==> src/rtl/scalar_mul_record_writer.sv <==
// Writes the four-word scalar-multiplication parameter record to outer RAM,
// optionally reads it back, and launches the sequencer on success.
module scalar_mul_record_writer #(
  parameter int Data   = 255,
  parameter int Addr   = 5,
  parameter bit VERIFY = 1'b1
) (
  input  logic            clk,
  input  logic            rst_n,
  input  logic            load,
  input  logic [Addr:0]   base_addr,
  input  logic [Data:0]   poly_word,
  input  logic [9:0]      poly_len,
  input  logic [575:0]    key,
  output logic            ram_req,
  input  logic            ram_gnt,
  output logic            ram_w,
  output logic [Addr:0]   ram_adbus,
  output logic [Data:0]   ram_data_in,
  input  logic [Data:0]   ram_data_out,
  output logic            busy,
  output logic            done,
  output logic [1:0]      err,
  output logic            start_operation
);

  localparam logic [2:0] S_IDLE = 3'd0;
  localparam logic [2:0] S_ARB  = 3'd1;
  localparam logic [2:0] S_WR   = 3'd2;
  localparam logic [2:0] S_VER  = 3'd3;
  localparam logic [2:0] S_DONE = 3'd4;

  localparam logic [Addr:0] MaxBase = (Addr+1)'(60);
  localparam logic [9:0]    MaxLen  = 10'd767;

  logic [2:0]    r_state;
  logic [1:0]    r_idx;
  logic [1:0]    r_cidx;
  logic          r_cvld;
  logic          r_rd_all;
  logic [Addr:0] r_base;
  logic [Data:0] r_w0;
  logic [575:0]  r_key;
  logic [1:0]    r_err;

  logic [Data:0] w_w0_in;
  logic [Addr:0] w_addr;
  logic          w_issue;

  function automatic logic [Data:0] word_at(input logic [1:0] i);
    logic [Data:0] w;
    case (i)
      2'd0:    w = r_w0;
      2'd1:    w = {{(Data-63){1'b0}}, r_key[575:512]};
      2'd2:    w = r_key[511:256];
      default: w = r_key[255:0];
    endcase
    return w;
  endfunction

  always_comb begin
    w_w0_in = poly_word;
    w_w0_in[41:32] = poly_len;
  end

  assign w_addr  = r_base + {{(Addr-1){1'b0}}, r_idx};
  assign w_issue = (r_state == S_VER) && ram_gnt && !r_rd_all;

  always_ff @(posedge clk or negedge rst_n) begin
    if (!rst_n) begin
      r_state  <= S_IDLE;
      r_idx    <= 2'd0;
      r_cidx   <= 2'd0;
      r_cvld   <= 1'b0;
      r_rd_all <= 1'b0;
      r_base   <= '0;
      r_w0     <= '0;
      r_key    <= '0;
      r_err    <= 2'b00;
    end else begin
      case (r_state)
        S_IDLE: begin
          if (load) begin
            r_base   <= base_addr;
            r_w0     <= w_w0_in;
            r_key    <= key;
            r_idx    <= 2'd0;
            r_cvld   <= 1'b0;
            r_rd_all <= 1'b0;
            if (poly_len > MaxLen) begin
              r_err   <= 2'b01;
              r_state <= S_DONE;
            end else if (base_addr > MaxBase) begin
              r_err   <= 2'b10;
              r_state <= S_DONE;
            end else begin
              r_err   <= 2'b00;
              r_state <= S_ARB;
            end
          end
        end
        S_ARB: begin
          if (ram_gnt) r_state <= S_WR;
        end
        S_WR: begin
          if (ram_gnt) begin
            r_idx <= r_idx + 2'd1;
            if (r_idx == 2'd3)
              r_state <= VERIFY ? S_VER : S_DONE;
          end
        end
        S_VER: begin
          // issue and compare overlap; a stall only drops the issue slot
          r_cvld <= w_issue;
          r_cidx <= r_idx;
          if (w_issue) begin
            r_idx <= r_idx + 2'd1;
            if (r_idx == 2'd3) r_rd_all <= 1'b1;
          end
          if (r_cvld) begin
            if (ram_data_out != word_at(r_cidx)) begin
              r_err   <= 2'b11;
              r_state <= S_DONE;
            end else if (r_cidx == 2'd3) begin
              r_state <= S_DONE;
            end
          end
        end
        S_DONE: begin
          r_state <= S_IDLE;
        end
        default: begin
          r_state <= S_IDLE;
        end
      endcase
    end
  end

  always_comb begin
    ram_req = (r_state == S_ARB) ||
              (r_state == S_WR)  ||
              (r_state == S_VER);
    ram_w = (r_state == S_WR) && ram_gnt;
    ram_adbus = '0;
    ram_data_in = '0;
    if (ram_w || w_issue) ram_adbus = w_addr;
    if (ram_w) ram_data_in = word_at(r_idx);
    busy = (r_state != S_IDLE);
    done = (r_state == S_DONE);
    start_operation = done && (r_err == 2'b00);
  end

  assign err = r_err;

endmodule
==> config.mk <==
export PLATFORM = sky130hd
export DESIGN_NAME = scalar_mul_record_writer
export DESIGN_NICKNAME = d
export VERILOG_FILES = /design/src/rtl/scalar_mul_record_writer.sv
export SDC_FILE = /design/constraint.sdc
export NUM_CORES = 2
export LEC_CHECK = 0
export ABC_AREA = 1
export CAP_MARGIN = 20
export CORE_AREA = 2 2 537 539
export DETAILED_ROUTE_END_ITERATION = 6
export DIE_AREA = 0 0 539 541
export DONT_BUFFER_PORTS = 1
export MAX_ROUTING_LAYER = met4
export RECOVER_POWER = 25
export SLEW_MARGIN = 20
export SYNTH_ARGS = -nofsm -noshare
export SYNTH_HDL_FRONTEND = slang
export SYNTH_SLANG_ARGS = --single-unit
==> constraint.sdc <==
create_clock -name clk -period 4.65 [get_ports clk]
set_input_delay 0.465 -clock clk [delete_from_list [all_inputs] [get_ports clk]]
set_output_delay 0.465 -clock clk [all_outputs]
set_load 0.03 [all_outputs]
==> out/metrics.csv <==
stage,metric,value,unit
critical_path,crit_path_end,ram_data_in[240],
floorplan,core_area,286000,um2
critical_path,crit_path_start_kind,flop,
floorplan,die_w,539,um
critical_path,cpMaxStageDelayCell,a21oi_1,
placed_design,place_congestion,0.970,
power,power_density,681,nW/um2
floorplan,fp-row-count,197,
cells_and_area,fillers,30638,
sta,fin_skew,0.0514,ns
yosys,yosysSeqAreaShare,44.1,%
critical_path,max_stage_delay,0.84,ns
floorplan,die_area,292000,um2
placed_design,dp_hpwl,235000,um
clock_tree,postCtsHoldBufs,839,
sta,min_period,4.19,ns
drt,wire_per_inst,28.5,um
global_routing,grt_start_max_net_pins,183,
global_routing,grt_pass1_wl,404000,um
clock_tree,cts_made_buffers,109,
worst_hold_path,hold_path_class,input port to flop,
cells_and_area,multiInputGateArea,24400,um2
sta,finalMaxSlewViolations,95,
outcome,outcome,finished with violations,
clock_tree,clk_latency,0.86,ns
yosys,synth_cells,5738,
sta,tns,0,ns
drt,drc,12,
yosys,ys_types,31,
critical_path,reg2reg_slack,0.52,ns
global_routing,grt_overflow,0,
cells_and_area,drive_above_1_share,19.1,%
run,max_cap_viol_count,1,
clock_tree,clockBufferDepth,4,
sta,min_period_over_period,90.2,%
critical_path,cp-startpoint,r_state[2]$_DFFE_PN0P_,
power,ir_drop,0.533,mV
yosys,ys_ff_latch,849,
cells_and_area,seqCellArea,21300,um2
outcome,violations,"design-rule violations, max-capacitance violations, max-slew violations",
yosys,syn_avg_cell_area,8.40,um2
clock_tree,cts_setup_buffers,0,
critical_path,required,4.18,ns
global_routing,grtUsageTotal,20.4,%
sta,rsz0062_at_grt,false,
cells_and_area,final_nets,7700,
sta,timing.hold.ws,0.0990,ns
clock_tree,htree_levels,3,
critical_path,crit_chain,nor2_1 -> inv_1 -> nor2_1 -> inv_1 -> nor2_4 -> buf_4 -> buf_12 -> o21ai_0 -> a21oi_1,
critical_path,crit_cells,9,
drt,vias,49227,
critical_path,crit_family,compound AO/OA/AOI/OAI gates,
critical_path,crit_path_end_kind,output port,
cells_and_area,syn2layout_area_growth,38.7,%
clock_tree,numClockSinks,849,
yosys,syn_nets,6853,
critical_path,crit_type,flop to output port,
clock_tree,cts_tree,done,
critical_path,rr_worst_depth,19,
critical_path,crit_buf_inv,4,
clock_tree,root_buffer,clkbuf_16,
clock_tree,clk_pin_slew_worst_paths,0.06,ns
drt,postRouteWirelength,302000,um
sta,hold_viol,0,
yosys,synthTopCellsByArea,"dfrtp_1 44%, mux2_2 18%, nand2_1 13%",
yosys,yosysTopAreaCell,dfrtp_1,
floorplan,initial_core_util,16.8,%
floorplan,ios,1377,
global_routing,grt_pass1_vias,47899,
drt,ant_nets,0,
sta,finalSetupViolCount,0,
placed_design,portBuffers,0,
floorplan,die_h,541,um
drt,dr.first_iter.drc_count,5081,
critical_path,reg2reg_from,r_cidx[0]$_DFFE_PN0P_,
clock_tree,cts_resized,0,
yosys,synth_area,48200,um2
drt,drt-vias-per-instance,4.64,
sta,max-slew-margin-rel,-82.6,%
drt,firstDrtPassIters,7,
critical_path,reg2reg_to,err[1]$_DFFE_PN0P_,
power,leakagePower,27.4,nW
critical_path,arrival,3.73,ns
yosys,yosysTopAreaCellShare,44.1,%
critical_path,critPathMaxFanout,78,
sta,max_freq,238,MHz
sta,tightest_slew,2.74,ns
global_routing,antenna_found_initial,133,
yosys,ys_warn_count,0,
[cells in the final DEF, fill, tap and decap left out, drive strengths merged, types with 11 or more instances in the layout]
cell type    count
a31oi           64
clkbuf         147
nand4          160
clkinv          23
mux2           751
diode          165
xnor2           41
a21oi          454
inv            346
dlygate4sd3    839
buf            263
bufinv          11
nand2         1611
o21ai          408
dfrtp          849
nor2           164
nand3          489
nand3b          15
[synth_stat cells]
cell / count
nand2_1: 1610
dfrtp_1: 849
mux2_2: 751
nand3_1: 489
a21oi_1: 454
o21ai_0: 408
inv_1: 338
clkbuf_1: 176
nor2_1: 162
nand4_1: 160
buf_2: 159
a31oi_1: 64
xnor2_1: 41
buf_4: 26
nand3b_1: 15
ha_1: 6
xor2_1: 6
buf_1: 4
inv_2: 3
a221oi_1: 2
buf_6: 2
nor2_2: 2
o211ai_1: 2
o21bai_1: 2
a21o_1: 1
a31o_2: 1
fa_1: 1
nand2_2: 1
nor3_1: 1
nor3b_1: 1
nor4_1: 1
[registers in the layout (all words and copies together) (netlist names)]
name and count:
r_w0 256, r_cvld 1, r_cidx 2, err 2, r_idx 2, r_state 3, r_base 6, r_rd_all 1
r_key 576
[area by class of cell]
type,instances,area share (%)
clock inverters,49,0.964
inverters,341,1.94
clock buffers,146,4.65
well taps,3781,7.08
repair buffers,1103,16.5
multi-input cells,4181,36.5
flip-flops and latches,849,31.8
diodes,165,0.618
[worst min path at each step]
stage,slack (ns),to,start,cells after the start
2_1_floorplan,0.17,err[0]$_DFFE_PN0P_,rst_n,0
3_3_place_gp,0.21,r_w0[177]$_DFFE_PN0P_,rst_n,0
4_1_cts,0.01,r_idx[0]$_DFFE_PN0P_,ram_gnt,3
5_1_grt,0.09,r_idx[0]$_DFFE_PN0P_,ram_gnt,3
6_report,0.1,r_idx[0]$_DFFE_PN0P_,ram_gnt,3
3_5_place_dp,0.51,r_cvld$_DFFE_PN0P_,r_cvld$_DFFE_PN0P_,1
[tightest hold or removal path, cell delays in order]
cell      delay, ns
inv_1          0.14
a221oi_1       0.14
a21oi_1        0.12
[layer usage]
metal,wire (um),vias up,track usage [%]
met5,0,-,-
met1,114000,23976,23.0
met4,18200,0,10.8
met2,130000,3164,30.2
li1,-,21326,-
met3,39200,761,9.14
[where the power goes]
part,total [mW],internal (mW),switching (mW),leakage (nW)
sequential,14.9,11.2,3.61,10.0
combinational,21.6,8.63,13.0,15.6
clock,9.07,5.31,3.76,1.82
total,45.5,25.2,20.3,27.4
[stage by stage]
| step | instances | total power, mW | setup slack, ns | cell area (um2) | utilization (%) |
|---|---|---|---|---|---|
| floorplan | 5738 | 27.7 | 1.82 | 48200 | - |
| global placement | 9409 | 34.7 | 0.335 | 54100 | 18.9 |
| detailed placement | 9415 | 35.3 | 0.360 | 54300 | 19.0 |
| CTS | 10449 | 45.2 | 0.324 | 66400 | 23.2 |
| global route | 10591 | 48.1 | 0.184 | 66800 | 23.3 |
| finish | 10615 | 45.5 | 0.456 | 66900 | 23.3 |
[kinds of logic (layout without fill, tap and decap cells)]
family	Yosys count	in the layout	synth area share (%)
and+or+nand+nor	2442	2442	21.3
AOI/OAI and AO/OA	934	934	9.91
DFF	849	849	44.1
muxes	751	751	17.5
buffers and inverters	708	1639	6.16
xor gates and xnor gates	47	47	0.854
adders and majority gates	7	7	0.197
other	0	165	0
No activity file was read; power rests on OpenSTA's default activity.
